**src/rtl/branch_history_table.sv**
```systemverilog
// PC-indexed table of saturating/hysteresis prediction counters with a mispredict counter.
// Latency: lookup result registered one cycle after pred_valid; update takes effect at the same edge.
// Backpressure: none; lookups and updates are accepted every cycle, and same-index pairs bypass write-first.
module branch_history_table #(
    parameter int INDEX_BITS = 6,
    parameter int CTR_BITS   = 2,
    parameter int PC_LSB     = 2,
    parameter int MODE       = 0,
    parameter int PERF_BITS  = 16
) (
    input  logic                 clk,
    input  logic                 rst,
    input  logic                 pred_valid,
    input  logic [31:0]          pred_pc,
    output logic                 pred_out_valid,
    output logic                 pred_taken,
    output logic [CTR_BITS-1:0]  pred_ctr,
    input  logic                 upd_valid,
    input  logic [31:0]          upd_pc,
    input  logic                 upd_taken,
    output logic                 upd_mispredict,
    output logic [PERF_BITS-1:0] mispred_count
);

    localparam int DEPTH = 1 << INDEX_BITS;
    localparam int MSB   = CTR_BITS - 1;

    // Counter landmarks: strong not-taken, weak not-taken, weak taken, strong taken.
    localparam logic [CTR_BITS-1:0] CTR_ZERO = '0;
    localparam logic [CTR_BITS-1:0] CTR_ONE  = {{(CTR_BITS-1){1'b0}}, 1'b1};
    localparam logic [CTR_BITS-1:0] CTR_WNT  = {1'b0, {(CTR_BITS-1){1'b1}}};
    localparam logic [CTR_BITS-1:0] CTR_MID  = {1'b1, {(CTR_BITS-1){1'b0}}};
    localparam logic [CTR_BITS-1:0] CTR_MAX  = '1;

    localparam logic [PERF_BITS-1:0] PERF_ONE = {{(PERF_BITS-1){1'b0}}, 1'b1};
    localparam logic [PERF_BITS-1:0] PERF_MAX = '1;

    // Counter storage and registered outputs.
    logic [CTR_BITS-1:0]  tbl_q [DEPTH];
    logic                 pred_out_valid_q, pred_out_valid_d;
    logic [CTR_BITS-1:0]  pred_ctr_q, pred_ctr_d;
    logic                 upd_mispredict_q, upd_mispredict_d;
    logic [PERF_BITS-1:0] mispred_count_q, mispred_count_d;

    // Update-side datapath.
    logic [INDEX_BITS-1:0] upd_idx;
    logic [CTR_BITS-1:0]   upd_cur;
    logic [CTR_BITS-1:0]   upd_new;
    logic                  upd_mis;

    // Lookup-side datapath.
    logic [INDEX_BITS-1:0] pred_idx;
    logic                  bypass_hit;
    logic [CTR_BITS-1:0]   lookup_ctr;

    // Only the index field of each PC matters; everything else is deliberately dropped (aliasing allowed).
    logic unused_pc_bits;
    assign unused_pc_bits = ^{pred_pc, upd_pc};

    // Next counter value for a resolved branch, according to the selected policy.
    function automatic logic [CTR_BITS-1:0] next_ctr(input logic [CTR_BITS-1:0] c,
                                                     input logic                taken);
        logic [CTR_BITS-1:0] n;
        logic                mis;
        n   = c;
        mis = c[MSB] ^ taken;
        if (MODE == 0) begin
            // Plain saturating up/down counter.
            if (taken) begin
                n = (c == CTR_MAX) ? CTR_MAX : c + CTR_ONE;
            end else begin
                n = (c == CTR_ZERO) ? CTR_ZERO : c - CTR_ONE;
            end
        end else begin
            // Hysteresis: correct predictions snap to strong, a miss from strong
            // only weakens, a miss from a weak/intermediate state flips to strong.
            if (!mis) begin
                n = c[MSB] ? CTR_MAX : CTR_ZERO;
            end else if (c == CTR_MAX) begin
                n = CTR_MID;
            end else if (c == CTR_ZERO) begin
                n = CTR_WNT;
            end else begin
                n = taken ? CTR_MAX : CTR_ZERO;
            end
        end
        return n;
    endfunction

    // Read the entry being resolved, detect a mispredict and compute its new value.
    always_comb begin
        upd_idx = upd_pc[PC_LSB+INDEX_BITS-1:PC_LSB];
        upd_cur = tbl_q[upd_idx];
        upd_mis = upd_cur[MSB] ^ upd_taken;
        upd_new = next_ctr(upd_cur, upd_taken);
    end

    // Read the looked-up entry; a same-cycle update to that index is forwarded write-first.
    always_comb begin
        pred_idx   = pred_pc[PC_LSB+INDEX_BITS-1:PC_LSB];
        bypass_hit = upd_valid && (upd_idx == pred_idx);
        lookup_ctr = bypass_hit ? upd_new : tbl_q[pred_idx];
    end

    // Next state of the output registers and the saturating mispredict counter.
    always_comb begin
        pred_out_valid_d = pred_valid;
        pred_ctr_d       = pred_valid ? lookup_ctr : pred_ctr_q;
        upd_mispredict_d = upd_valid && upd_mis;
        mispred_count_d  = mispred_count_q;
        if (upd_valid && upd_mis && (mispred_count_q != PERF_MAX)) begin
            mispred_count_d = mispred_count_q + PERF_ONE;
        end
    end

    // Output and perf registers; reset wins over any lookup/update in the same cycle.
    always_ff @(posedge clk) begin
        if (rst) begin
            pred_out_valid_q <= 1'b0;
            pred_ctr_q       <= CTR_ZERO;
            upd_mispredict_q <= 1'b0;
            mispred_count_q  <= '0;
        end else begin
            pred_out_valid_q <= pred_out_valid_d;
            pred_ctr_q       <= pred_ctr_d;
            upd_mispredict_q <= upd_mispredict_d;
            mispred_count_q  <= mispred_count_d;
        end
    end

    // Table write: reset every entry to weakly not-taken, otherwise write the resolved entry.
    always_ff @(posedge clk) begin
        if (rst) begin
            for (int i = 0; i < DEPTH; i++) begin
                tbl_q[i] <= CTR_WNT;
            end
        end else if (upd_valid) begin
            tbl_q[upd_idx] <= upd_new;
        end
    end

    assign pred_out_valid = pred_out_valid_q;
    assign pred_ctr       = pred_ctr_q;
    assign pred_taken     = pred_ctr_q[MSB];
    assign upd_mispredict = upd_mispredict_q;
    assign mispred_count  = mispred_count_q;

endmodule

```
**config.mk**
```make
export PLATFORM = sky130hd
export DESIGN_NAME = branch_history_table
export DESIGN_NICKNAME = d
export VERILOG_FILES = /design/src/rtl/branch_history_table.sv
export SDC_FILE = /design/constraint.sdc
export NUM_CORES = 1
export LEC_CHECK = 0
export ABC_CLOCK_PERIOD_IN_PS = 4200
export BUFFER_PORTS_ARGS = -buffer_cell sky130_fd_sc_hd__buf_4
export CAP_MARGIN = 15
export CORE_MARGIN = 3
export CORE_UTILIZATION = 60
export CTS_BUF_LIST = sky130_fd_sc_hd__clkbuf_16
export DETAILED_ROUTE_END_ITERATION = 16
export GPL_ROUTABILITY_DRIVEN = 0
export HOLD_SLACK_MARGIN = 0.05
export PLACE_DENSITY = 0.81
export SYNTH_ARGS = -nofsm -noshare
export SYNTH_HDL_FRONTEND = slang
export SYNTH_SLANG_ARGS = --single-unit
```
**constraint.sdc**
```tcl
create_clock -name clk -period 4.2 [get_ports clk]
set_clock_uncertainty 0.1 [all_clocks]
set_input_delay 0.84 -clock clk [delete_from_list [all_inputs] [get_ports clk]]
set_output_delay 0.84 -clock clk [all_outputs]
set_load 0.02 [all_outputs]
```
### Yosys cells after proc, flatten, opt, wreduce, memory -nomap -nowiden

Memories as Yosys holds them, arrays and structs flattened. A register that Yosys moved wholly into a read port is not among the register bits.
Index checks and enable logic that the tools add are counted.

| word-level totals | value |
|---|---|
| register bits | 18 |
| bits in writable memories | 128 |
| bits of input ports | 69 |
| output and inout port bits | 21 |
| word-level logic and storage cells | 25 |
| memories kept | 1 |

| operators by class | value |
|---|---|
| add/sub/neg operators | 3 |
| equality and inequality tests | 2 |
| mux-type cells | 11 |
| bitwise operators | 1 |
| reductions and logical operators | 4 |

Memories:

| name | words | bits a word | rd ports | clocked after Yosys merged registers in | wr ports | line | text |
|---|---|---|---|---|---|---|---|
| tbl_q | 64 | 2 | 2 | 1 | 64 | 39 | `logic [CTR_BITS-1:0] tbl_q [DEPTH];` |

Operators by type and width:

| operator | count |
|---|---|
| 16-bit by 1-bit adder with 16-bit output (second input constant) | 1 |
| 16-bit != test (second input constant) | 1 |
| 2-bit 2-to-1 mux | 4 |
| 1-bit 2-to-1 mux | 6 |
| 6-bit 2-to-1 mux | 1 |
| 2-bit by 1-bit adder with 2-bit output (second input constant) | 1 |
| 2-bit == test (second input constant) | 1 |
| 1-bit logical AND | 2 |
| 2-bit logical NOT | 1 |
| 2-bit OR reduction | 1 |
| 2-bit by 1-bit subtractor with 2-bit output (second input constant) | 1 |
| 1-bit XOR | 1 |

### Logic depth before layout (Yosys ltp)

Gate-level depths: netlist of the first run.

| logic depth | value |
|---|---|
| depth in word-level cells | 5 |
| mapped depth | 13 |
| depth with buffers taken out | 8 |

### Least setup slack after synthesis of the first run

Ideal clock, no wire load.

| timing path | value |
|---|---|
| path kind | in2reg |
| start point | input port pred_pc[2] |
| end point | register pred_ctr_q[0] (netlist: pred_ctr[0]) (read register of tbl_q) |
| setup time | 0.119 ns |
| data arrival time | 3.229 ns |
| required time | 3.981 ns |
| slack | 0.752 ns |
| stages | 10 |
| buffers on the path | 3 |
| cell sequence | buf_2 -> buf_2 -> buf_2 -> mux4_2 -> a211oi_1 -> a21oi_1 -> mux4_2 -> nand2_1 -> nand2_1 -> o221a_2 |

RTL lines:

| element | line | text |
|---|---|---|
| from (decl) | 14 | `input logic [31:0] pred_pc,` |
| to (decl) | 41 | `logic [CTR_BITS-1:0] pred_ctr_q, pred_ctr_d;` |

==> results of run 1 <==
-- synthesized netlist by cell type, types with 4 or more instances --
cell      count
edfxtp_1    128
dfxtp_1      20
or3_1         4
inv_1         7
a221oi_1      9
a211oi_1      8
a21oi_1       9
xnor2_1       5
buf_2        12
nand3_1      67
mux2_2        6
nand2b_1      4
nor2b_1      13
a22oi_1      10
and2_1        5
mux2i_1      23
o22ai_1       4
and3_1       16
nor2_1       41
clkbuf_1     38
mux4_2       49
or2_2         5
o21ai_0      62
nor3_1       59
nand4_1       5
nand2_1      57
buf_6        22
-- sequential cells by signal, indices dropped and copies added, names as in the netlist --
register,cells
pred_ctr,2
upd_mispredict,1
mispred_count,16
pred_out_valid,1
tbl_q,128
-- metrics by stage --
stage / power, W / util / instance area [sq um]
finish: 0.00367 / 0.684 / 9600
global route: 0.00376 / 0.684 / 9600
CTS: 0.00366 / 0.684 / 9600
detailed placement: 0.00216 / 0.641 / 9000
global placement: 0.00214 / 0.641 / 9000
floorplan: 0.00205 / - / 8730
-- power by group through the flow --
| stage | logic [W] | registers (W) | clock network [W] |
|---|---|---|---|
| after floorplan | 0.000369 | 0.00168 | 0 |
| after global placement | 0.000454 | 0.00168 | 0 |
| after global routing | 0.000513 | 0.00166 | 0.00159 |
| final | 0.000487 | 0.00166 | 0.00153 |
| after detailed placement | 0.000469 | 0.00169 | 0 |
| after CTS | 0.000473 | 0.00166 | 0.00153 |
-- worst register-to-register path: cells and delay by family, from the launching register on --
family	cells	cell delay (ns)
flip-flops	1	0.41
AND/OR/NAND/NOR	3	0.77
AO/OA/AOI/OAI	4	1.34
multiplexers	1	0.37
-- metal layers --
layer / share of wire / global-route usage / vias to the layer above
li1: - / - / 2950
met1: 0.34 / 0.397 / 3402
met2: 0.46 / 0.483 / 634
met3: 0.14 / 0.104 / 149
met4: 0.061 / 0.172 / 0
met5: 0 / 0.0248 / -
-- logic make-up after synthesis --
group                    Yosys count  synth area share
adder cells (fa/ha/maj)            3           0.00387
multiplexers                      81             0.166
AO/OA/AOI/OAI                    134             0.106
flip-flops                       148             0.486
buffers and inverters             86            0.0593
AND/OR/NAND/NOR                  296             0.171
XOR/XNOR                           8           0.00803
-- area by class of cell --
type / instances / area, sq um / area share
Clock buffer: 17 / 425 / 0.0443
Clock inverter: 15 / 168 / 0.0175
Inverter: 9 / 33.8 / 0.00352
Multi-Input combinational cell: 522 / 3970 / 0.414
Sequential cell: 148 / 4240 / 0.442
Tap cell: 180 / 225 / 0.0235
Timing Repair Buffer: 67 / 528 / 0.0550
-- path summary, 6_finish.rpt --
check | slack [ns] | depth (start not counted) | from | end
worst max-delay path | 0.60 | 11 | upd_pc[4] | tbl_q[47][1]
worst min register to register | 0.41 | 2 | mispred_count[1] | mispred_count[1]
worst min-delay path | 0.41 | 2 | mispred_count[1] | mispred_count[1]
worst max register to register | 1.09 | 8 | tbl_q[52][1] | mispred_count[14]
==> impl_metrics.ini, run 1 <==
[logic_synthesis]
yosys.cell_types.count = 67
synth_top_area_share = 0.440
synth_cells = 756
synth_top_cell_by_area = edfxtp_1
syn_area_per_cell_sq_um = 11.5
synth.cell_area_sq_um = 8730
yosys-top-cells-area = edfxtp_1 (44%), mux4_2 (13%), dfxtp_1 (4.6%), nand3_1 (3.8%), o21ai_0 (3.6%)
ys_warn_count = 0
ys_async_sr_fraction = 0
syn_nets = 826
ys_seq_area_frac = 0.486
synth_seq_cells = 148
synth-edff-count = 128
ys.flop_type = edfxtp_1

[die]
ios = 90
start_util = 0.622
fp.dieW_um = 127
rows = 43
dieArea_sq_um = 16000
die_h_um = 127
core-area_sq_um = 14000

[timing]
hold_viol = 0
setup_tns_ns = 0
report.final.setup_viol = 0
fin_ws_ns = 0.600
slew_headroom = 0.277
tightest_slew_ns = 1.08
hold_slack_ns = 0.411
finalCritPeriodShare = 0.857
fin_crit_ns = 3.60
rsz0062_at_grt = false
finalMaxSlewViolations = 0
fmax_mhz = 278

[layout]
n_antenna_cell = 0
final_cell_mix = edfxtp_1 (128), nand3_1 (67), buf_4 (65), o21ai_0 (62), nor3_1 (59)
finalNetCount = 835
syn_to_final_growth_pct = 9.93
fin_cells = 958
final_common_cell = edfxtp_1
nFillCells = 967
layout-drive-gt1-share = 0.222

[clocking]
cts_made_buffers = 17
clk_latency_ns = 0.43
htree_levels = 4
post-cts-setup-buffer-count = 0
clk_path_buf_depth = 2
cts_root_buffer = clkbuf_16
cts_resized = 0
clock_sinks = 148
clk_pin_slew_ns = 0.06
cts-hold-fix-buffers = 0
cts_tree = yes

[power]
switching_power_w = 0.000944
comb_power_share = 0.133
seq_power_share = 0.452
power.density_nw_per_um2 = 382
swShare = 0.257
internal_power_w = 0.00273
p_leak_nw = 3.06
ir_drop_uv = 283
p_clk_frac = 0.416

[detailed_routing]
drt-initial-drc-count = 1504
viasPerCell = 7.45
vias = 7135
antenna_left = 0
post_drt_wl_per_cell_um = 26.0
dr.pass1.iters = 7
routed_wl_um = 24900
drc = 0

[global_routing]
grt.overflow.total = 0
antenna_found_initial = 0
track_usage = 0.315
grt_first_pass_wirelength_um = 38500
grt_max_degree = 72
grt_pass1_vias = 7037

[critical_path]
cpMostUsedCell = buf_4
critPathSlowestCell = buf_4
cp_cell_sequence = buf_4 > buf_4 > mux4_2 > mux2i_1 > o22ai_1 > a211oi_1 > nand4_2 > o21a_1 > a21oi_4 > buf_12 > nor3_1
cpPeakStageDelay_ns = 0.34
arrival_ns = 3.65
crit_path_start_kind = input port
end_kind = flop
worst-path-buf-inv = 3
path_class = input port to flop
critPathRequiredTime_ns = 4.25
critPathMaxFanout = 48
path_delay_family = buffers and inverters

[place]
numPortBuffers = 37
dp.cells = 926
pre_cts_slack_ns = 0.242
hpwl_um = 16400

[worst_hold_path]
hold_path_class = flop to flop

[run_status]
status = completed

[job]
max_cap_viol_count = 0
Power figures use the tool's default switching activity.
==> run 2: changes to the inputs <==
--- a/config.mk
+++ b/config.mk
@@ -15,6 +15,7 @@
 export GPL_ROUTABILITY_DRIVEN = 0
 export HOLD_SLACK_MARGIN = 0.05
 export PLACE_DENSITY = 0.81
+export REMOVE_ABC_BUFFERS = 1
 export SYNTH_ARGS = -nofsm -noshare
 export SYNTH_HDL_FRONTEND = slang
 export SYNTH_SLANG_ARGS = --single-unit
==> run 2 against run 1 <==
Compared with the run above:
- clock-buffer cell count unchanged
- core utilization decreased by 0.23 points
- critical path depth decreased by 1
- clock power decreased by 3%
- largest power group unchanged
- final area decreased by 0.34%
- sequential share of layout area increased by 0.15 points
- first-iteration DRC count decreased by 24%
==> impl_metrics.ini, run 2 (synthesis results as in run 1) <==
[run_status]
status = completed

[critical_path]
crit_path_start_kind = input port
r2r-start = tbl_q[52][1]
end_kind = flop
path_class = input port to flop
critPathMaxFanout = 46
r2r-end = tbl_q[53][1]
regToRegSetupSlack_ns = 1.02
critPathRequiredTime_ns = 4.25
arrival_ns = 3.66
ff2ff_path_depth = 9

[detailed_routing]
vias = 7070
dr.pass1.iters = 9
drt-initial-drc-count = 1141
post_drt_wl_per_cell_um = 26.1
routed_wl_um = 24900
drc = 0
viasPerCell = 7.40
antenna_left = 0

[worst_hold_path]
hold_path_class = flop to flop
whs_endpoint = pred_ctr[1]
min-delay-start = pred_ctr[1]
worstHoldPathCells = 2

[global_routing]
track_usage = 0.317
grt_max_degree = 72
grt_pass1_vias = 6909
grt_first_pass_wirelength_um = 38400
antenna_found_initial = 0
grt.overflow.total = 0

[clocking]
cts_tree = yes
clock_sinks = 148
clk_pin_slew_ns = 0.06
cts-hold-fix-buffers = 0
htree_levels = 4
cts_made_buffers = 17
cts_root_buffer = clkbuf_16
clk_path_buf_depth = 2
post-cts-setup-buffer-count = 0
clk_latency_ns = 0.44
cts_resized = 0

[timing]
tightest_slew_ns = 1.06
fin_crit_ns = 3.61
rsz0062_at_grt = false
finalCritPeriodShare = 0.860
hold_viol = 0
hold_slack_ns = 0.413
slew_headroom = 0.291
finalMaxSlewViolations = 0
setup_tns_ns = 0
report.final.setup_viol = 0
fmax_mhz = 277

[layout]
largest_reg_flops = 128
top_register = tbl_q
finalNetCount = 833
final_cell_mix = edfxtp_1 (128), nand3_1 (67), o21ai_0 (62), buf_4 (62), nor3_1 (59)
fin_cells = 955
final_common_cell = edfxtp_1
layout-drive-gt1-share = 0.221
syn_to_final_growth_pct = 9.56
n_antenna_cell = 0

[power]
ir_drop_uv = 386
power.density_nw_per_um2 = 380
finalPower_w = 0.00363
internal_power_w = 0.00267
comb_power_share = 0.136
p_clk_frac = 0.408
seq_power_share = 0.456
switching_power_w = 0.000963
p_leak_nw = 3.04
swShare = 0.265

[die]
ios = 90
fp.dieW_um = 127
dieArea_sq_um = 16000
die_h_um = 127
start_util = 0.622
rows = 43
core-area_sq_um = 14000

[place]
numPortBuffers = 37
dp.cells = 924
hpwl_um = 16100

[job]
max_cap_viol_count = 0
-- run 2: routing by layer --
layer  up-vias  wire length [um]  GRT usage
li1       2956                 -          -
met1      3362              8260      0.394
met2       635             12000      0.516
met3       117              3480     0.0922
met4         0              1130      0.144
met5         -                 0          0
-- run 2: critical path: stages --
cell,delay (ns)
buf_4,0.37
and3b_1,0.25
a311o_1,0.34
a32o_1,0.31
a2111oi_4,0.48
nand3_1,0.25
o21a_1,0.26
a21oi_4,0.17
buf_12,0.27
nor3_1,0.08
-- run 2: metrics by stage --
step	setup WS (ns)	utilization	cell area [sq um]
2_1_floorplan	0.499	-	8250
3_3_place_gp	0.287	0.641	9000
3_5_place_dp	0.211	0.641	9000
4_1_cts	0.667	0.681	9570
5_1_grt	0.367	0.681	9570
6_report	0.589	0.681	9570
-- run 2: worst max-delay path by stage --
stage	start	to	cells after the start
after floorplan	upd_pc[5]	pred_ctr[0]	6
final	upd_pc[3]	tbl_q[53][1]	10
after CTS	upd_pc[3]	tbl_q[43][1]	10
after detailed placement	upd_pc[3]	tbl_q[43][1]	10
after global routing	upd_pc[4]	mispred_count[14]	10
after global placement	upd_pc[3]	mispred_count[14]	9
-- run 2: area by class of cell --
class	count	area, sq um
timing repair buffer	65	526
inverter	9	33.8
clock buffer	17	425
fill	992	4480
tap	180	225
sequential	148	4240
clock inverter	14	138
multi-input combinational	522	3970
-- run 2: power groups by stage --
stage               clock network [W]  registers, W  logic (W)
floorplan                           0       0.00168   0.000260
global placement                    0       0.00168   0.000461
detailed placement                  0       0.00169   0.000476
CTS                           0.00148       0.00166   0.000480
global route                  0.00154       0.00166   0.000519
finish                        0.00148       0.00166   0.000493
==> run 3: changes to the inputs <==
==> constraint.sdc (replaced) <==
create_clock -name clk -period 4.2 [get_ports clk]
set_clock_uncertainty 0.1 [all_clocks]
set_input_delay 0.63 -clock clk [delete_from_list [all_inputs] [get_ports clk]]
set_output_delay 0.63 -clock clk [all_outputs]
set_load 0.02 [all_outputs]
==> run 3 against run 2 <==
Compared with the run above:
- setup slack lost 0.10 ns
- register-to-register slack got worse by 0.06 ns
- maximum frequency decreased by 2.7%
- sequential share of layout area is 0.12 points lower
- final area grew 0.26%
- core utilization up 0.18 points
- wire length up 0.49%
- clock power rose by 4%
- critical path depth decreased by 1
- combinational power hardly changed
- flip-flop and latch count is the same
- critical endpoint is now mispred_count[14]
==> impl_metrics.ini, run 3 (synthesis results as in run 1) <==
[critical_path]
r2r-start = tbl_q[52][1]
ff2ff_path_depth = 9
regToRegSetupSlack_ns = 0.96
crit_cells = 9
end_kind = flop
worst-path-buf-inv = 1
crit_path_start_kind = input port
critPathSlowestCell = nor2b_1
arrival_ns = 3.94
path_class = input port to flop
cpPeakStageDelay_ns = 0.96
critPathMaxFanout = 29
crit_start = upd_pc[3]
path_delay_family = simple AND/OR/NAND/NOR gates
cp_cell_sequence = buf_4 > nor2b_1 > a311oi_1 > a2111oi_4 > o21ai_2 > nand4_1 > nand3_2 > nor4_1 > mux2_2
critPathRequiredTime_ns = 4.42

[power]
p_leak_nw = 3.04
ir_drop_uv = 558
finalPower_w = 0.00369
power.density_nw_per_um2 = 384

[timing]
finalCritPeriodShare = 0.884
rsz0062_at_grt = false
slew_headroom = 0.192
fin_crit_ns = 3.71
fin_ws_ns = 0.487
setup_tns_ns = 0
fmax_mhz = 269
report.final.setup_viol = 0
hold_viol = 0
tightest_slew_ns = 1.21
finalMaxSlewViolations = 0
hold_slack_ns = 0.380

[place]
numPortBuffers = 37
dp.cells = 923
pre_cts_slack_ns = 0.161
hpwl_um = 16300

[die]
core-area_sq_um = 14000
ios = 90
die_h_um = 127
rows = 43
fp.dieW_um = 127
start_util = 0.622
dieArea_sq_um = 16000

[layout]
finalNetCount = 832
largest_reg_flops = 128
multi_input_area_sq_um = 3970
syn_to_final_growth_pct = 9.85
final_common_cell = edfxtp_1
n_antenna_cell = 0
seq_area_sq_um = 4240
layout-drive-gt1-share = 0.225
fin_cells = 955
final_cell_mix = edfxtp_1 (128), nand3_1 (67), o21ai_0 (62), buf_4 (61), nor3_1 (59)
nFillCells = 988
top_register = tbl_q

[global_routing]
grt.overflow.total = 0
grt_max_degree = 72
antenna_found_initial = 1
grt_first_pass_wirelength_um = 38500
track_usage = 0.317
grt_pass1_vias = 6961

[detailed_routing]
antenna_left = 0
vias = 7115
drt-initial-drc-count = 1064
dr.pass1.iters = 6
routed_wl_um = 25000
viasPerCell = 7.45
post_drt_wl_per_cell_um = 26.2
drc = 0

[clocking]
clk_path_buf_depth = 2
clk_latency_ns = 0.44
post-cts-setup-buffer-count = 0
clk_pin_slew_ns = 0.06
cts-hold-fix-buffers = 0
cts_resized = 0
cts_tree = yes
cts_root_buffer = clkbuf_16
clock_sinks = 148
htree_levels = 4
cts_made_buffers = 17

[run_status]
status = completed

[worst_hold_path]
worstHoldPathCells = 3
hold_path_class = input port to flop
min-delay-start = pred_valid

[job]
max_cap_viol_count = 0
## run 3: tightest hold or removal path, stage by stage
cell and delay, ns:
buf_4 0.09, inv_1 0.05, nor2_1 0.09
## run 3: power by group
group	leakage [nW]	internal, W	total, W	switching [W]
clock network	0.281	0.000889	0.00154	0.000650
logic	1.45	0.000172	0.000491	0.000319
registers	1.31	0.00163	0.00166	0.0000264
total	3.04	0.00269	0.00369	0.000996
## run 3: path summary, 6_finish.rpt
check / to
setup / recovery: mispred_count[14]
hold / removal: pred_out_valid
setup reg to reg: tbl_q[27][1]
hold reg to reg: mispred_count[8]
## run 3: final cells by class
type | count | area share
clock buffers | 17 | 0.0444
clock inverters | 15 | 0.0177
inverters | 9 | 0.00352
multi-input cells | 522 | 0.414
flip-flops and latches | 148 | 0.443
well taps | 180 | 0.0235
repair buffers | 64 | 0.0540
## run 3: per-stage QoR
| stage | cell area, sq um | utilization |
|---|---|---|
| after floorplan | 8250 | - |
| after global placement | 8990 | 0.641 |
| after detailed placement | 8990 | 0.641 |
| after CTS | 9590 | 0.683 |
| after global routing | 9590 | 0.683 |
| final | 9590 | 0.683 |
## run 3: metal layers
layer | routed length [um] | global-route usage
met1 | 8430 | 0.389
met2 | 12100 | 0.507
met3 | 3110 | 0.0956
met4 | 1380 | 0.173
met5 | 13 | 0
